==> config.mk <==
export PLATFORM = sky130hd
export DESIGN_NAME = spi_regbank
export DESIGN_NICKNAME = d
export VERILOG_FILES = /design/src/rtl/spi_regbank.sv
export SDC_FILE = /design/constraint.sdc
export NUM_CORES = 1
export LEC_CHECK = 0
export BUFFER_PORTS_ARGS = -buffer_cell sky130_fd_sc_hd__buf_2
export CELL_PAD_IN_SITES_DETAIL_PLACEMENT = 0
export CELL_PAD_IN_SITES_GLOBAL_PLACEMENT = 2
export CORE_MARGIN = 2
export CORE_UTILIZATION = 30
export CTS_CLUSTER_SIZE = 24
export DETAILED_ROUTE_END_ITERATION = 10
export HOLD_SLACK_MARGIN = 0.02
export PLACE_DENSITY_LB_ADDON = 0.1
export RECOVER_POWER = 100
export SETUP_SLACK_MARGIN = 0.5
export SLEW_MARGIN = 25
export SYNTH_ARGS = -nofsm -noshare
export SYNTH_HDL_FRONTEND = slang
export SYNTH_SLANG_ARGS = --single-unit
==> constraint.sdc <==
create_clock -name clk -period 7.7 [get_ports clk]
set_clock_uncertainty 0.2 [all_clocks]
set_input_delay 1.54 -clock clk [delete_from_list [all_inputs] [get_ports clk]]
set_output_delay 1.54 -clock clk [all_outputs]
set_load 0.01 [all_outputs]
==> src/rtl/spi_regbank.sv <==
// SPI mode-0 slave register bank. The SPI pins are oversampled on clk, a frame carries
// R/W + address followed by burst data words, and the registers appear as a flat image.
//
// state  | meaning
// S_IDLE | waiting for a synchronised select fall
// S_CMD  | shifting in the R/W bit and the address
// S_DATA | shifting data words in (write) or out (read), pointer advances per word
module spi_regbank #(
   parameter int DATA_W      = 8,
   parameter int ADDR_W      = 7,
   parameter int NUM_REGS    = 8,
   parameter int SYNC_STAGES = 2
) (
   input  logic                       clk,
   input  logic                       rst,
   input  logic                       SCLK,
   input  logic                       SI,
   input  logic                       SV_n,
   output logic                       SO,
   output logic                       so_oe,
   output logic [NUM_REGS*DATA_W-1:0] regs,
   output logic [NUM_REGS-1:0]        wr_strobe,
   output logic                       busy
);

   localparam int MAXB  = (ADDR_W + 1 > DATA_W) ? ADDR_W + 1 : DATA_W;
   localparam int CNT_W = $clog2(MAXB + 1);

   typedef enum logic [1:0] {S_IDLE, S_CMD, S_DATA} state_t;

   logic [SYNC_STAGES-1:0] sclk_sync_q, si_sync_q, sv_sync_q, fill_q;
   logic                   sclk_prev_q, sv_prev_q, arm_q;
   logic                   sclk_s, si_s, sv_s;
   logic                   sclk_rise, sclk_fall, sv_fall, sv_rise;

   state_t                 state_q, state_d;
   logic [CNT_W-1:0]       bit_cnt_q, bit_cnt_d;
   logic [MAXB-2:0]        shift_q, shift_d;
   logic [MAXB-1:0]        shift_nxt;
   logic [ADDR_W-1:0]      ptr_q, ptr_d;
   logic                   rw_q, rw_d;
   logic [DATA_W-1:0]      sout_q, sout_d;
   logic                   so_oe_q, so_oe_d;
   logic                   pend_q, pend_d;
   logic [ADDR_W-1:0]      pend_addr_q, pend_addr_d;
   logic [DATA_W-1:0]      pend_data_q, pend_data_d;

   logic [DATA_W-1:0]      regs_q [NUM_REGS];
   logic [NUM_REGS-1:0]    wr_strobe_q;
   logic [DATA_W-1:0]      rd_word;
   logic                   ptr_ok;

   assign sclk_s = sclk_sync_q[SYNC_STAGES-1];
   assign si_s   = si_sync_q[SYNC_STAGES-1];
   assign sv_s   = sv_sync_q[SYNC_STAGES-1];

   assign sclk_rise = sclk_s & ~sclk_prev_q;
   assign sclk_fall = ~sclk_s & sclk_prev_q;
   assign sv_rise   = sv_s & ~sv_prev_q;
   // arm_q blocks the false select fall seen when SV_n is still low coming out of reset
   assign sv_fall   = arm_q & sv_prev_q & ~sv_s;

   always_ff @(posedge clk or posedge rst) begin
      if (rst) begin
         sclk_sync_q <= '0;
         si_sync_q   <= '0;
         sv_sync_q   <= '1;
         fill_q      <= '0;
         sclk_prev_q <= 1'b0;
         sv_prev_q   <= 1'b1;
         arm_q       <= 1'b0;
      end else begin
         sclk_sync_q <= {sclk_sync_q[SYNC_STAGES-2:0], SCLK};
         si_sync_q   <= {si_sync_q[SYNC_STAGES-2:0], SI};
         sv_sync_q   <= {sv_sync_q[SYNC_STAGES-2:0], SV_n};
         fill_q      <= {fill_q[SYNC_STAGES-2:0], 1'b1};
         sclk_prev_q <= sclk_s;
         sv_prev_q   <= sv_s;
         if (fill_q[SYNC_STAGES-1] && sv_s) arm_q <= 1'b1;
      end
   end

   assign ptr_ok = ({1'b0, ptr_q} < (ADDR_W+1)'(NUM_REGS));

   always_comb begin
      rd_word = '0;
      for (int i = 0; i < NUM_REGS; i++) begin
         if (ptr_q == ADDR_W'(i)) rd_word = regs_q[i];
      end
   end

   always_comb begin
      state_d     = state_q;
      bit_cnt_d   = bit_cnt_q;
      shift_d     = shift_q;
      ptr_d       = ptr_q;
      rw_d        = rw_q;
      sout_d      = sout_q;
      so_oe_d     = so_oe_q;
      pend_d      = 1'b0;
      pend_addr_d = pend_addr_q;
      pend_data_d = pend_data_q;
      shift_nxt   = {shift_q, si_s};

      case (state_q)
         S_IDLE: begin
            if (sv_fall) begin
               state_d   = S_CMD;
               bit_cnt_d = '0;
               shift_d   = '0;
            end
         end
         S_CMD: begin
            if (sclk_rise) begin
               shift_d = shift_nxt[MAXB-2:0];
               if (bit_cnt_q == CNT_W'(ADDR_W)) begin
                  rw_d      = shift_nxt[ADDR_W];
                  ptr_d     = shift_nxt[ADDR_W-1:0];
                  bit_cnt_d = '0;
                  state_d   = S_DATA;
               end else begin
                  bit_cnt_d = bit_cnt_q + CNT_W'(1);
               end
            end
         end
         S_DATA: begin
            if (sclk_rise) begin
               shift_d = shift_nxt[MAXB-2:0];
               if (bit_cnt_q == CNT_W'(DATA_W - 1)) begin
                  bit_cnt_d = '0;
                  ptr_d     = ptr_q + ADDR_W'(1);
                  if (!rw_q && ptr_ok) begin
                     pend_d      = 1'b1;
                     pend_addr_d = ptr_q;
                     pend_data_d = shift_nxt[DATA_W-1:0];
                  end
               end else begin
                  bit_cnt_d = bit_cnt_q + CNT_W'(1);
               end
            end
            // bit_cnt == 0 on a fall means a new word starts: load it, else shift
            if (sclk_fall && rw_q) begin
               so_oe_d = 1'b1;
               if (bit_cnt_q == '0) sout_d = ptr_ok ? rd_word : '0;
               else                 sout_d = {sout_q[DATA_W-2:0], 1'b0};
            end
         end
         default: state_d = S_IDLE;
      endcase

      // a word finished on this same clk keeps its pending commit
      if (sv_rise) begin
         state_d   = S_IDLE;
         bit_cnt_d = '0;
         shift_d   = '0;
         sout_d    = '0;
         so_oe_d   = 1'b0;
      end
   end

   always_ff @(posedge clk or posedge rst) begin
      if (rst) begin
         state_q     <= S_IDLE;
         bit_cnt_q   <= '0;
         shift_q     <= '0;
         ptr_q       <= '0;
         rw_q        <= 1'b0;
         sout_q      <= '0;
         so_oe_q     <= 1'b0;
         pend_q      <= 1'b0;
         pend_addr_q <= '0;
         pend_data_q <= '0;
      end else begin
         state_q     <= state_d;
         bit_cnt_q   <= bit_cnt_d;
         shift_q     <= shift_d;
         ptr_q       <= ptr_d;
         rw_q        <= rw_d;
         sout_q      <= sout_d;
         so_oe_q     <= so_oe_d;
         pend_q      <= pend_d;
         pend_addr_q <= pend_addr_d;
         pend_data_q <= pend_data_d;
      end
   end

   always_ff @(posedge clk or posedge rst) begin
      if (rst) begin
         for (int i = 0; i < NUM_REGS; i++) regs_q[i] <= '0;
         wr_strobe_q <= '0;
      end else begin
         wr_strobe_q <= '0;
         for (int i = 0; i < NUM_REGS; i++) begin
            if (pend_q && pend_addr_q == ADDR_W'(i)) begin
               regs_q[i]      <= pend_data_q;
               wr_strobe_q[i] <= 1'b1;
            end
         end
      end
   end

   for (genvar g = 0; g < NUM_REGS; g++) begin : g_flat
      assign regs[g*DATA_W +: DATA_W] = regs_q[g];
   end

   assign wr_strobe = wr_strobe_q;
   assign busy      = (state_q != S_IDLE);
   assign so_oe     = so_oe_q;
   assign SO        = so_oe_q & sout_q[DATA_W-1];

endmodule

# Word-level counts from Yosys, hierarchy flattened
# Cells that the tools add are included.
# W data, S select, Z words.
op_classes:
  eq_ne: 26
  mux: 47
  n_reduce_logical: 28
  n_addsub: 2
  magnitude_cmp: 1
  bitwise_logic: 10
op_table:
  columns: ["operator", "count"]
  rows:
  - ["$mux W8", 13]
  - ["$eq A7 B3 Y1 const B", 8]
  - ["$mux W7", 7]
  - ["$eq A7 B2 Y1 const B", 4]
  - ["$pmux W7 S2", 2]
  - ["$mux W4", 4]
  - ["$mux W1", 15]
  - ["$eq A7 B1 Y1 const B", 2]
  - ["$logic_not A7 Y1", 2]
  - ["$logic_and A1 B1 Y1", 11]
  - ["$ne A2 B2 Y1 const B", 5]
  - ["$ne A3 B3 Y1 const B", 3]
  - ["$mux W2", 4]
  - ["$pmux W4 S2", 1]
  - ["$reduce_and A4 Y1", 2]
  - ["$reduce_bool A2 Y1", 4]
  - ["$add A7 B1 Y7 const B", 1]
  - ["$lt A7 B4 Y1 const B", 1]
  - ["$and A1 B1 Y1", 6]
  - ["$pmux W2 S3", 1]
  - ["$reduce_and A3 Y1", 2]
  - ["$reduce_and A5 Y1", 1]
  - ["$add A4 B1 Y4 const B", 1]
  - ["$eq A4 B3 Y1 const B", 1]
  - ["other kinds (10)", 13]
word_totals:
  word_cells: 140
  out_inout_bits: 75
  ff_bits: 129

# Longest topological paths before layout
depth:
  depth_word: 14
  ltp_mapped: 8

# Least setup slack after synthesis
# No wires, ideal clock.
synth_timing:
  path_kind: "reg-to-output"
  startpoint: "reg state_q[0]"
  endpoint: "out busy"
  path_stages_with_launch: 4
  t_required_ns: 5.960
  t_arrival_ns: 0.732
  slack_ns: 5.228
  cell_sequence: "dfrtp_1 > inv_1 > ha_1 > inv_1"
synth_via:
  elab_chain_len: 1
synth_rtl:
  columns: ["element", "line_no", "text"]
  rows:
  - ["start, declared", "36", "state_t state_q, state_d;"]
  - ["start signal, assigned", "174", "state_q <= state_d;"]
  - ["$reduce_bool A2 Y1", "207", "assign busy = (state_q != S_IDLE);"]
  - ["end, declared", "23", "output logic busy"]
# No other way between the ends.

==> flow_summary.yaml <==
setup_path:
  crit_path_end_kind: "asynchronous set/reset pin"
  arrival_ns: 3.76
  worst_ep_required_time_ns: 7.97
  cp-start-kind: "input port"
  cp_max_fo: 77
  crit_type: "input port to asynchronous set/reset pin"
power:
  seqPwrFrac: 0.403
  clockPowerShare: 0.467
  switching_share: 0.280
  peakVddDrop_uv: 141
  p_per_area_nw_per_um2: 247
  p_int_uw: 1270
  p_sw_uw: 495
  power_leakage_uw: 0.00327
  p_comb_frac: 0.129
synthesis:
  synth_nets: 513
  synthCells: 498
  synth_compound_area_frac: 0.120
  synth_edf_count: 0
  synthAdderAreaFrac: 0.0205
  yosysSeqAreaShare: 0.529
  muxShareOfSynthArea: 0.172
  synth_cell_type_count: 63
  synth_top_family_by_area: "multiplexers"
  synth_area_per_cell_um2: 12.3
  synth-xor-area-share: 0
  synth-simple-area-share: 0.122
  ys.flop_type: "dfrtp_1"
  synth-seq-cells: 129
  ys.warnings.count: 0
  netlist_area_um2: 6110
  async_flop_share: 1.00
route:
  drt-wirelength-per-cell_um: 20.8
  ant_nets: 0
  wirelength_um: 17800
  drt_iter0_drc: 195
  vias_per_cell: 5.05
  drc: 0
  vias: 4334
  drtPass1Iterations: 5
sta:
  relSlewSlack: -0.620
  hold_ws_ns: 0.149
  timing_hold_violations_final: 0
  final_max_slew_viol_count: 64
  fmax_ghz: 0.286
  tns_ns: 0
  setup_viol: 0
  rsz0062_at_grt: "false"
  period_minus_slack_ns: 3.50
  tightest_slew_ns: 2.42
  finalCritPeriodShare: 0.454
status:
  status: "complete, but fails checks"
  violations: "max-capacitance violations, max-slew violations"
die:
  fp.dieH_um: 147
  io-pin-count: 80
  dieArea_um2: 21500
  rows: 52
  coreArea_um2: 20100
  start_util: 0.304
  die_w_um: 147
clock_tree:
  cts_buffers: 17
  cts_resized: 0
  clk_path_buf_depth: 2
  htree_levels: 4
  numClockSinks: 129
  path_clk_slew_ns: 0.06
  cts_tree: "done"
  cts_setup_buffers: 0
  insertion_delay_ns: 0.42
  ctsHoldBuffers: 0
  cts_root_buf: "clkbuf_16"
global_routing:
  grt_antenna_before_repair: 0
  grt_use_total: 0.171
  grt_pass1_wl_um: 27800
  grt_max_degree: 78
  gr-total-overflow: 0
  first_global_vias: 4533
placed_design:
  place.gp.congestion: 0.772
  port_buffers: 79
  dp_hpwl_um: 12600
cells_and_area:
  final_nets: 590
  area_growth_pct: 16.9
  num_antenna_cells: 0
  layout-drive-gt1-share: 0.185
min_path:
  hold_class: "flop to flop"
run:
  maxCapViolations: 2
==> logic make-up (layout without fill, tap and decap cells) <==
logic type,Yosys count,after routing
buffers and inverters,49,139
multiplexers,87,87
flip-flops,129,129
adder cells (fa/ha/maj),10,10
AND/OR/NAND/NOR,119,119
other,1,1
AO/OA/AOI/OAI,103,103
==> critical path: stages <==
cell	delay (ns)
buf_2	0.10
clkinvlp_2	1.36
buf_6	0.70
==> layout by cell type (no fill, tap or decap), types with 7 or more instances in the layout <==
master     Yosys  final
dfrtp_1      126    126
ha_1          10     10
inv_1         24     23
mux2_2        61     61
nor2_1         9     10
o22ai_1        9      9
clkbuf_16      0     17
a221oi_1       7      7
a221o_1        7      7
nand2_1       21     21
mux2_1         1     22
nand2b_1      12     12
o211ai_1       7      7
o21ai_0       17     17
a21oi_1       14     14
a21o_1         7      7
and3_1        10     10
clkbuf_1      15     76
nand3_1       15     15
==> sequential cells by signal, summed over array words and instances, names as in the netlist, 4 cells and up <==
register / count
bit_cnt_q: 4
pend_addr_q: 7
pend_data_q: 8
ptr_q: 7
regs: 64
shift_q: 7
sout_q: 8
wr_strobe: 8
==> metrics by stage <==
| stage | cells | area [µm²] | total power, µW | utilization | worst slack (ns) |
|---|---|---|---|---|---|
| after global routing | 858 | 7140 | 1840 | 0.355 | 3.72 |
| after CTS | 858 | 7360 | 1790 | 0.366 | 4.61 |
| after global placement | 826 | 6760 | 957 | 0.336 | 4.41 |
| after floorplan | 498 | 6110 | 889 | - | 2.52 |
| after detailed placement | 826 | 6760 | 959 | 0.336 | 4.39 |
| final | 858 | 7140 | 1770 | 0.355 | 4.20 |
==> Yosys cell counts, types with 4 or more instances <==
library cell / number / share of area
nand3_1: 15 / 0.012
o31ai_1: 4 / 0.0049
dfrtp_1: 126 / 0.52
o21ai_0: 17 / 0.014
o32ai_1: 4 / 0.0057
buf_2: 7 / 0.0057
clkbuf_1: 15 / 0.0092
a22oi_1: 4 / 0.0049
mux2_4: 21 / 0.052
and2_1: 7 / 0.0072
ha_1: 10 / 0.020
nand4_1: 5 / 0.0051
and3_1: 10 / 0.010
a221o_1: 7 / 0.011
mux2_2: 61 / 0.11
nor2b_1: 4 / 0.0041
o211ai_1: 7 / 0.0086
a221oi_1: 7 / 0.010
a2bb2oi_1: 4 / 0.0057
nand3b_1: 5 / 0.0061
o22ai_1: 9 / 0.0092
nand2b_1: 12 / 0.012
or3_1: 4 / 0.0041
a21oi_1: 14 / 0.011
nor2_1: 9 / 0.0055
mux2i_1: 4 / 0.0066
a31oi_1: 4 / 0.0041
nand2_1: 21 / 0.013
a21o_1: 7 / 0.0086
inv_1: 24 / 0.015
==> metal layers <==
layer / routed length, µm / track usage
met1: 8820 / 0.241
met2: 8130 / 0.258
met3: 670 / 0.0416
met4: 191 / 0.0573
met5: 0 / 0
==> final cells by class <==
type | instances | area (µm²)
fill | 2065 | 13000
timing repair buffer | 83 | 329
sequential | 129 | 3230
tap | 270 | 338
inverter | 24 | 91.3
multi-input combinational | 320 | 2550
clock buffer | 19 | 453
clock inverter | 13 | 149
==> path summary, 6_finish.rpt <==
path                           startpoint         to  slack, ns  depth (start not counted)
max                                   rst  sout_q[0]       4.20                          3
min                             fill_q[0]  fill_q[1]       0.15                          0
max reg2reg                pend_addr_q[6]    regs[5]       4.26                          4
min reg2reg                     fill_q[0]  fill_q[1]       0.15                          0
max in group clk           pend_addr_q[6]    regs[5]       4.26                          4
min in group asynchronous             rst    regs[9]       1.57                          2
==> power groups by stage <==
stage / Clock (µW) / Combinational (µW) / Sequential (µW)
after global placement: 0 / 232 / 725
after detailed placement: 0 / 234 / 725
final: 825 / 228 / 712
after floorplan: 0 / 171 / 718
after global routing: 874 / 255 / 715
after CTS: 843 / 235 / 713
(Power assumes the default switching activity.)
